--- src/rtl/dh_pkg.sv ---
`default_nettype none
// +-----------------------------------------------------------------+
// | dh_pkg : shared FSM state, default width and latency constant    |
// | Rev 1.0                                                          |
// +-----------------------------------------------------------------+
package dh_pkg;

   typedef enum logic [2:0] {
      IDLE  = 3'd0,
      EXP_A = 3'd1,
      PUB   = 3'd2,
      EXP_K = 3'd3,
      DONE  = 3'd4
   } dh_state_e;

   localparam int DH_W_DEFAULT = 8;

   // Cycles from accepted start (or peer) to the corresponding valid.
   function automatic int dh_latency(input int w);
      return 2 * w * (w + 1) + 2;
   endfunction

   localparam int DH_LATENCY = dh_latency(DH_W_DEFAULT);

endpackage
`default_nettype wire

--- src/rtl/dh_modmul.sv ---
`default_nettype none
// +-----------------------------------------------------------------+
// | dh_modmul : MSB-first shift-add modular multiplier, a*b mod m    |
// | Rev 1.0                                                          |
// +-----------------------------------------------------------------+
module dh_modmul
   import dh_pkg::*;
#(
   parameter int W = DH_W_DEFAULT
) (
   input  logic         clk,
   input  logic         rst,
   input  logic         clr,
   input  logic         start,
   input  logic [W-1:0] a,
   input  logic [W-1:0] b,
   input  logic [W-1:0] m,
   output logic         done,
   output logic [W-1:0] result
);

   localparam int CW = $clog2(W);

   logic [W-1:0]  a_q, b_q, m_q, r_q;
   logic [CW-1:0] cnt_q;
   logic          run_q, done_q;

   logic [W:0]    dbl_d, sum_d;
   logic [W-1:0]  dbl_red_d, sum_red_d, first_d;

   // a is kept reduced (< m), so one conditional subtract per step suffices.
   always_comb begin
      dbl_d     = {r_q, 1'b0};
      dbl_red_d = (dbl_d >= {1'b0, m_q}) ? W'(dbl_d - {1'b0, m_q}) : dbl_d[W-1:0];
      sum_d     = {1'b0, dbl_red_d} + (b_q[W-1] ? {1'b0, a_q} : '0);
      sum_red_d = (sum_d >= {1'b0, m_q}) ? W'(sum_d - {1'b0, m_q}) : sum_d[W-1:0];
      first_d   = b[W-1] ? ((a >= m) ? a - m : a) : '0;
   end

   always_ff @(posedge clk or negedge rst) begin
      if (!rst) begin
         a_q    <= '0;
         b_q    <= '0;
         m_q    <= '0;
         r_q    <= '0;
         cnt_q  <= '0;
         run_q  <= 1'b0;
         done_q <= 1'b0;
      end else begin
         done_q <= 1'b0;
         if (clr) begin
            a_q   <= '0;
            r_q   <= '0;
            run_q <= 1'b0;
         end else if (start) begin
            // The load edge already consumes the top multiplier bit.
            a_q   <= a;
            b_q   <= b << 1;
            m_q   <= m;
            r_q   <= first_d;
            cnt_q <= CW'(W - 1);
            run_q <= 1'b1;
         end else if (run_q) begin
            r_q   <= sum_red_d;
            b_q   <= b_q << 1;
            cnt_q <= cnt_q - 1'b1;
            if (cnt_q == CW'(1)) begin
               run_q  <= 1'b0;
               done_q <= 1'b1;
            end
         end
      end
   end

   assign done   = done_q;
   assign result = r_q;

endmodule
`default_nettype wire

--- src/rtl/dh_key_exchange.sv ---
`default_nettype none
// +-----------------------------------------------------------------+
// | dh_key_exchange : constant-time Diffie-Hellman A=g^a, K=B^a mod p|
// | Optional parameter/peer range checks: DH_PARAM_CHECK_EN. Rev 1.0 |
// +-----------------------------------------------------------------+
module dh_key_exchange
   import dh_pkg::*;
#(
   parameter int W = DH_W_DEFAULT
) (
   input  logic         clk,
   input  logic         rst,
   input  logic         start,
   input  logic         abort,
   input  logic [W-1:0] g,
   input  logic [W-1:0] p,
   input  logic [W-1:0] a,
   output logic [W-1:0] pub,
   output logic         pub_valid,
   input  logic [W-1:0] peer,
   input  logic         peer_valid,
   output logic [W-1:0] key,
   output logic         key_valid,
   output logic         busy,
   output logic         err
);

   localparam int CW = $clog2(W);

   dh_state_e     state_q;
   logic [W-1:0]  base_q, p_q, a_q, e_q, acc_q, pub_q, key_q;
   logic [CW-1:0] cnt_q;
   logic          mul_q, issue_q, fin_q, mm_start_q;
   logic          pub_valid_q, key_valid_q, busy_q;

   logic          mm_done, start_bad, peer_bad, kill;
   logic [W-1:0]  mm_res, mm_b;

`ifdef DH_PARAM_CHECK_EN
   logic err_q;

   assign start_bad = (p < W'(3)) || !p[0] || (g < W'(2)) || (g > p - W'(2));
   assign peer_bad  = (peer < W'(2)) || (peer > p_q - W'(2));

   always_ff @(posedge clk or negedge rst) begin
      if (!rst) err_q <= 1'b0;
      else      err_q <= !abort &&
                         ((((state_q == IDLE) || (state_q == DONE)) && start && start_bad) ||
                          ((state_q == PUB) && peer_valid && peer_bad));
   end

   assign err = err_q;
`else
   assign start_bad = 1'b0;
   assign peer_bad  = 1'b0;
   assign err       = 1'b0;
`endif

   assign kill = abort || ((state_q == PUB) && peer_valid && peer_bad);
   assign mm_b = mul_q ? base_q : acc_q;

   dh_modmul #(.W(W)) u_mm (
      .clk    (clk),
      .rst    (rst),
      .clr    (kill),
      .start  (mm_start_q),
      .a      (acc_q),
      .b      (mm_b),
      .m      (p_q),
      .done   (mm_done),
      .result (mm_res)
   );

   always_ff @(posedge clk or negedge rst) begin
      if (!rst) begin
         state_q     <= IDLE;
         base_q      <= '0;
         p_q         <= '0;
         a_q         <= '0;
         e_q         <= '0;
         acc_q       <= '0;
         cnt_q       <= '0;
         mul_q       <= 1'b0;
         issue_q     <= 1'b0;
         fin_q       <= 1'b0;
         mm_start_q  <= 1'b0;
         pub_q       <= '0;
         key_q       <= '0;
         pub_valid_q <= 1'b0;
         key_valid_q <= 1'b0;
         busy_q      <= 1'b0;
      end else begin
         mm_start_q <= 1'b0;
         if (kill) begin
            state_q     <= IDLE;
            base_q      <= '0;
            a_q         <= '0;
            e_q         <= '0;
            acc_q       <= '0;
            pub_q       <= '0;
            key_q       <= '0;
            mul_q       <= 1'b0;
            issue_q     <= 1'b0;
            fin_q       <= 1'b0;
            pub_valid_q <= 1'b0;
            key_valid_q <= 1'b0;
            busy_q      <= 1'b0;
         end else begin
            case (state_q)
               IDLE, DONE: begin
                  if (start) begin
                     key_valid_q <= 1'b0;
                     if (start_bad) begin
                        state_q <= IDLE;
                     end else begin
                        state_q <= EXP_A;
                        base_q  <= g;
                        p_q     <= p;
                        a_q     <= a;
                        e_q     <= a;
                        acc_q   <= W'(1);
                        cnt_q   <= CW'(W - 1);
                        mul_q   <= 1'b0;
                        issue_q <= 1'b1;
                        fin_q   <= 1'b0;
                        busy_q  <= 1'b1;
                     end
                  end
               end
               EXP_A, EXP_K: begin
                  if (issue_q) begin
                     issue_q    <= 1'b0;
                     mm_start_q <= 1'b1;
                  end else if (fin_q) begin
                     fin_q <= 1'b0;
                     if (state_q == EXP_A) begin
                        pub_q       <= acc_q;
                        pub_valid_q <= 1'b1;
                        state_q     <= PUB;
                     end else begin
                        key_q       <= acc_q;
                        key_valid_q <= 1'b1;
                        busy_q      <= 1'b0;
                        state_q     <= DONE;
                     end
                  end else if (mm_done) begin
                     // Multiply always runs; its result is dropped for a 0 bit.
                     if (!mul_q) begin
                        acc_q      <= mm_res;
                        mul_q      <= 1'b1;
                        mm_start_q <= 1'b1;
                     end else begin
                        if (e_q[W-1]) acc_q <= mm_res;
                        e_q   <= e_q << 1;
                        mul_q <= 1'b0;
                        if (cnt_q == '0) begin
                           fin_q <= 1'b1;
                        end else begin
                           cnt_q      <= cnt_q - 1'b1;
                           mm_start_q <= 1'b1;
                        end
                     end
                  end
               end
               PUB: begin
                  if (peer_valid) begin
                     state_q     <= EXP_K;
                     base_q      <= peer;
                     pub_valid_q <= 1'b0;
                     e_q         <= a_q;
                     acc_q       <= W'(1);
                     cnt_q       <= CW'(W - 1);
                     mul_q       <= 1'b0;
                     issue_q     <= 1'b1;
                  end
               end
               default: state_q <= IDLE;
            endcase
         end
      end
   end

   assign pub       = pub_q;
   assign pub_valid = pub_valid_q;
   assign key       = key_q;
   assign key_valid = key_valid_q;
   assign busy      = busy_q;

endmodule
`default_nettype wire

--- config.mk ---
export PLATFORM = sky130hd
export DESIGN_NAME = dh_key_exchange
export DESIGN_NICKNAME = d
export VERILOG_FILES = /design/src/rtl/dh_pkg.sv /design/src/rtl/dh_modmul.sv /design/src/rtl/dh_key_exchange.sv
export SDC_FILE = /design/constraint.sdc
export NUM_CORES = 1
export LEC_CHECK = 0
export BUFFER_PORTS_ARGS = -buffer_cell sky130_fd_sc_hd__buf_2
export CORE_MARGIN = 4
export CORE_UTILIZATION = 40
export CTS_BUF_LIST = sky130_fd_sc_hd__clkbuf_2
export CTS_CLUSTER_DIAMETER = 120
export DETAILED_ROUTE_END_ITERATION = 6
export HOLD_SLACK_MARGIN = 0.1
export PLACE_DENSITY = 0.55
export RECOVER_POWER = 100
export SLEW_MARGIN = 30
export SYNTH_ARGS = -nofsm -noshare
export SYNTH_HDL_FRONTEND = slang
export SYNTH_SLANG_ARGS = --single-unit
--- constraint.sdc ---
create_clock -name clk -period 5.8 [get_ports clk]
set_clock_uncertainty 0.1 [all_clocks]
set_input_delay 0.29 -clock clk [delete_from_list [all_inputs] [get_ports clk]]
set_output_delay 0.29 -clock clk [all_outputs]
set_load 0.1 [all_outputs]
==> impl_metrics.toml, run 1 <==
[worst_setup_path]
critPathArrivalTime_ns = 5.91
cp_slowest_cell = "dfrtp_2"
critical_path_class = "flop to flop"
cp-start-kind = "flop"
crit_cells = 21
path_cells = "ha_1, a21oi_2, o21bai_2, a211oi_2, nor2_1, o41ai_4, buf_4, mux2_2, ha_1, and3_1, a221o_1, or2_0, xor2_1, ha_2, nand4_1, o21ai_2, nor2_1, a21oi_2, a21oi_4, mux2_2, a221o_1"
reg2regPathDepth = 21
cp_top_family = "compound AO/OA/AOI/OAI gates"
path_buf_inv = 1
cp_max_fo = 8
worstPathRequired_ns = 6.18
end_kind = "flop"
slowest_delay_ns = 0.53

[placement]
place_congestion = 0.9042
placed_cells = 953
place_ws_ns = 0.1378
port_buffers = 55
dp_hpwl_um = 12140

[synthesis]
synthDistinctLibCells = 65
yosysWarnings = 0
synth.top_cells.by_count = "dfrtp_1 (105), nor2_1 (90), nand2_1 (72)"
synthTopCellsByArea = "dfrtp_1 (41%), ha_1 (7.2%), mux2i_1 (5.6%)"
syn_area_um2 = 6442
ys_seq_area_share_pct = 40.78
yosysMostFrequentCell = "dfrtp_1"
synth_top_flop_cell = "dfrtp_1"
syn_nets = 782
ys_async_sr_fraction_pct = 100.0
synth-seq-cells = 105
avgSynthCellArea_um2 = 9.151
synth_top_area_cell = "dfrtp_1"
syn_inst = 704
synth_edf_count = 0
yosys.area.top_type_share_pct = 40.78

[global_route]
grt_pass1_wl_um = 28280
track_usage_pct = 19.41
grt-busiest-layer = "met2"
grt_use_met3_pct = 3.539
use_met1_pct = 26.29
use_met2_pct = 32.10
grt_max_degree = 70
overflow = 0
grt_pass1_vias = 5525
antenna_found_initial = 0

[route]
drt_first_pass_iters = 4
drt-initial-drc-count = 271
wl_per_cell_um = 16.34
num_vias = 5424
drc = 0
ant_nets = 0
wl_um = 16800
via_per_inst = 5.276

[floorplan]
row_count = 46
fp.coreArea_um2 = 15830
ioPinCount = 57
dieArea_um2 = 18200
dieWidth_um = 134.9
initial_utilization_pct = 40.70
die_h_um = 134.9

[cts]
ctsLongestPathBuffers = 2
cts_tree = "built"
insertion_delay_ns = 0.62
numCtsBuffers = 9
ctsRootBufferMaster = "clkbuf_2"
cts.sinks = 105
htree_levels = 3
clk_pin_slew_ns = 0.28

[finish]
fin_nets = 887
layout-drive-gt1-share_pct = 12.19
area_growth_pct = 17.63
fin_cells = 1028
final_util_pct = 47.88
diodes = 0

[timing]
hold_viol_final = 0
fin_crit_ns = 5.533
finalCritPeriodShare_pct = 95.40
finalSetupViolations = 0
tns_ns = 0
slew_headroom_pct = -153.0
timing.final.ws_setup_ns = 0.2668
worst_pin_slew_ns = 3.795
drv_slew = 212
fmax_mhz = 180.7

[power]
leakagePower_nw = 3.422
p_per_area_nw_per_um2 = 253.7
ir_drop_mv = 0.1397

[status]
violations = "capacitance limit, slew limit"
status = "finished with violations"

[hold_path]
hold_depth = 4
min_path_type = "primary input to flop"

[run]
maxCapViolations = 5
layer usage:
metal | vias to the layer above | part of all wire (%)
li1 | 2677 | -
met1 | 2632 | 47
met3 | 23 | 3.2
met5 | - | 0
met2 | 92 | 48
met4 | 0 | 1.9
final cells by class:
cell class / instances / area (µm²)
fill: 1550 / 8249
multi-input combinational: 521 / 3512
sequential: 105 / 2629
timing repair buffer: 123 / 877.1
tap: 216 / 270.3
inverter: 49 / 183.9
clock inverter: 5 / 61.31
clock buffer: 9 / 45.04
path summary, 6_finish.rpt:
check,startpoint,to,slack (ns)
setup / recovery,u_mm.result[0],u_mm.result[6],0.27
hold / removal,p[1],p_q[1],0.31
setup reg to reg,u_mm.result[0],u_mm.result[6],0.27
hold reg to reg,cnt_q[2],cnt_q[2],0.40
max in group asynchronous,rst,u_mm.result[0],1.15
min in group asynchronous,rst,a_q[5],1.32
sequential cells by signal (all words and copies together) (netlist names), 3 cells and up:
signal	cells
acc_q	8
base_q	8
p_q	8
u_mm.b_q	7
a_q	8
u_mm.cnt_q	3
state_q	3
u_mm.m_q	8
key	8
u_mm.a_q	8
e_q	8
cnt_q	3
u_mm.result	8
pub	8
worst min-delay path, cell delays in order:
cell and delay, ns:
dlygate4sd3_1 0.52, buf_2 0.09, nand2_1 0.04, o21ai_0 0.06
through the flow:
step                area [µm²]  hold WS (ns)  total power, mW
finish                    7579        0.3085            1.923
global route              7579        0.2442            2.075
CTS                       7586        0.2617            1.938
detailed placement        6929        0.1841            1.537
global placement          6924        0.1858            1.516
floorplan                 6442       -0.1056            1.365
kinds of logic after synthesis:
logic type               count (synthesis)  share of synthesized area [%]
AND/OR/NAND/NOR                        228                          15.71
AO/OA/AOI/OAI                          182                          19.36
buffers and inverters                   78                          4.739
flip-flops                             105                          40.78
other                                    1                        0.05821
XOR/XNOR                                13                          1.767
multiplexers                            56                          9.147
adder cells (fa/ha/maj)                 41                          8.429
cell usage in the layout (no fill, tap or decap), types with 4 or more instances in the layout:
cell / Yosys / layout
o31ai_1: 8 / 8
dfrtp_1: 105 / 104
mux2_2: 19 / 19
a22oi_1: 9 / 9
a21oi_1: 51 / 51
and2_1: 9 / 7
nand3_1: 8 / 8
o21ai_0: 36 / 37
o21a_1: 11 / 11
a221oi_1: 8 / 8
fa_1: 4 / 4
a221o_1: 6 / 6
dlygate4sd3_1: 0 / 53
a211oi_1: 10 / 10
nand2b_1: 8 / 8
buf_4: 2 / 11
nor2_1: 90 / 91
mux2i_1: 36 / 36
nand2_1: 72 / 73
o22a_1: 6 / 6
xor2_1: 4 / 4
clkbuf_2: 0 / 9
buf_2: 4 / 34
nor2b_1: 5 / 5
clkbuf_1: 18 / 25
or3_1: 4 / 4
nor3_1: 13 / 12
inv_1: 47 / 47
ha_1: 37 / 36
xnor2_1: 9 / 9
o21bai_1: 4 / 4
report_power, final:
group | total (mW) | internal (mW) | switching [mW]
Sequential | 0.872 | 0.815 | 0.0570
Combinational | 0.694 | 0.293 | 0.401
Clock | 0.358 | 0.0993 | 0.258
what timing repair did:
item	4_1_cts	5_1_grt
hold buffers	54	0
endpoints found under the setup margin	0	6
buffers inserted	0	7
hold endpoints to repair	83	0
gates resized for setup	0	5
No activity file was read; power rests on OpenSTA's default activity.
==> inputs of run 2 (changes only) <==
- PLACE_DENSITY: 0.55 -> 0.56
==> run 2 against run 1 <==
The run still ends with capacitance limit, slew limit left. Critical path depth did not move. Sequential power hardly changed. Clock power decreased by 9.2%. First-iteration DRC count is 15% higher. Flip-flop and latch count is the same. Highest routed layer unchanged. Largest cell class unchanged.
==> impl_metrics.toml, run 2 (synthesis results as in run 1) <==
[finish]
area_growth_pct = 16.31
diodes = 0
fin_cells = 1020
final_cell_mix = "dfrtp_1 (104), nor2_1 (90), nand2_1 (73)"
fin_nets = 878
final_util_pct = 47.34
n_fill_cell = 1547
regArea_um2 = 2629
layout-drive-gt1-share_pct = 12.06
multi_input_area_um2 = 3507
layout_commonest_cell = "dfrtp_1"
final_cell_area_um2 = 7493

[placement]
place_congestion = 0.9567
place_ws_ns = 0.1600
placed_cell_area_um2 = 6924
port_buffers = 55
dp_hpwl_um = 12340
placed_cells = 953

[cts]
ctsLongestPathBuffers = 2
cts.sinks = 105
numCtsBuffers = 9
clk_pin_slew_ns = 0.32
cts_tree = "built"
htree_levels = 3
insertion_delay_ns = 0.62
ctsRootBufferMaster = "clkbuf_2"

[floorplan]
ioPinCount = 57
initial_utilization_pct = 40.70
dieArea_um2 = 18200
dieWidth_um = 134.9
die_h_um = 134.9
row_count = 46
fp.coreArea_um2 = 15830

[global_route]
grt_pass1_vias = 5434
track_usage_pct = 19.43
antenna_found_initial = 0
overflow = 0
grt_pass1_wl_um = 28210
grt_max_degree = 53

[hold_path]
hold_end = "p_q[7]"
min_path_type = "primary input to flop"
hold_depth = 4
hp-start = "p[7]"

[worst_setup_path]
critical_path_class = "flop to flop"
critPathArrivalTime_ns = 5.97
cp_max_fo = 7
reg2regPathDepth = 21
cp-start-kind = "flop"
end_kind = "flop"
r2r_start = "u_mm.m_q[1]"
r2r-end = "u_mm.result[6]"
worstPathRequired_ns = 6.21
r2r_setup_slack_ns = 0.24

[timing]
finalSetupViolations = 0
slew_headroom_pct = -48.85
fmax_mhz = 180.0
timing.final.ws_setup_ns = 0.2447
fin_crit_ns = 5.555
hold_viol_final = 0
drv_slew = 144
hold_ws_ns = 0.3110
finalCritPeriodShare_pct = 95.78
tns_ns = 0
worst_pin_slew_ns = 2.233

[power]
p_per_area_nw_per_um2 = 252.9
power_mw = 1.895
leakagePower_nw = 3.369
ir_drop_mv = 0.1188

[route]
drc = 0
drt-initial-drc-count = 313
drt_first_pass_iters = 4
wl_per_cell_um = 16.77
wl_um = 17110
ant_nets = 0
num_vias = 5450
via_per_inst = 5.343

[status]
status = "finished with violations"
violations = "capacitance limit, slew limit"

[run]
maxCapViolations = 4
## run 2: how the worst max path moves through the flow
stage / start / end / slack [ns]
2_1_floorplan: u_mm.result[0] / u_mm.result[6] / 0.65
3_3_place_gp: u_mm.result[0] / u_mm.result[6] / 0.34
3_5_place_dp: u_mm.m_q[1] / u_mm.result[6] / 0.16
4_1_cts: u_mm.m_q[1] / u_mm.result[6] / 0.09
5_1_grt: u_mm.m_q[1] / u_mm.result[7] / -0.004
6_report: u_mm.m_q[1] / u_mm.result[6] / 0.24
## run 2: metal layers
layer	vias up	GRT usage [%]	part of all wire [%]
met5	-	0	0
met4	0	4.468	1.5
met3	18	3.279	2.9
met2	84	33.30	50
met1	2689	25.84	45
li1	2659	-	-
## run 2: layout make-up
type | count | area share (%)
Multi-Input combinational cell | 521 | 46.80
Clock buffer | 9 | 0.6011
Inverter | 49 | 2.454
Sequential cell | 105 | 35.08
Tap cell | 216 | 3.607
Timing Repair Buffer | 114 | 10.75
Clock inverter | 6 | 0.7013
## run 2: what timing repair did
| item | CTS | global route |
|---|---|---|
| resized for setup | 0 | 3 |
| hold buffers | 46 | 0 |
| setup endpoints to repair | 0 | 6 |
| hold endpoints to repair | 97 | 0 |
| buffers inserted | 0 | 6 |
## run 2: critical path, cell delays in order (launching register included)
cell       delay, ns
dfrtp_1         0.45
inv_1           0.15
ha_1            0.29
a21oi_2         0.14
o21bai_2        0.10
a211oi_2        0.23
nor2_1          0.13
o41ai_4         0.44
buf_4           0.21
mux2_2          0.33
ha_1            0.27
a21o_1          0.20
a221o_1         0.31
or2_0           0.22
xor2_1          0.22
ha_1            0.33
buf_4           0.17
o2111ai_2       0.09
nand3_2         0.14
a21oi_4         0.25
mux2_2          0.37
a221o_1         0.30
## run 2: power breakdown
part	switching (mW)	total, mW	leakage [nW]	internal [mW]
combinational	0.405	0.698	1.92	0.293
sequential	0.0574	0.872	1.39	0.815
clock	0.263	0.325	0.0634	0.0622
total	0.725	1.90	3.37	1.17
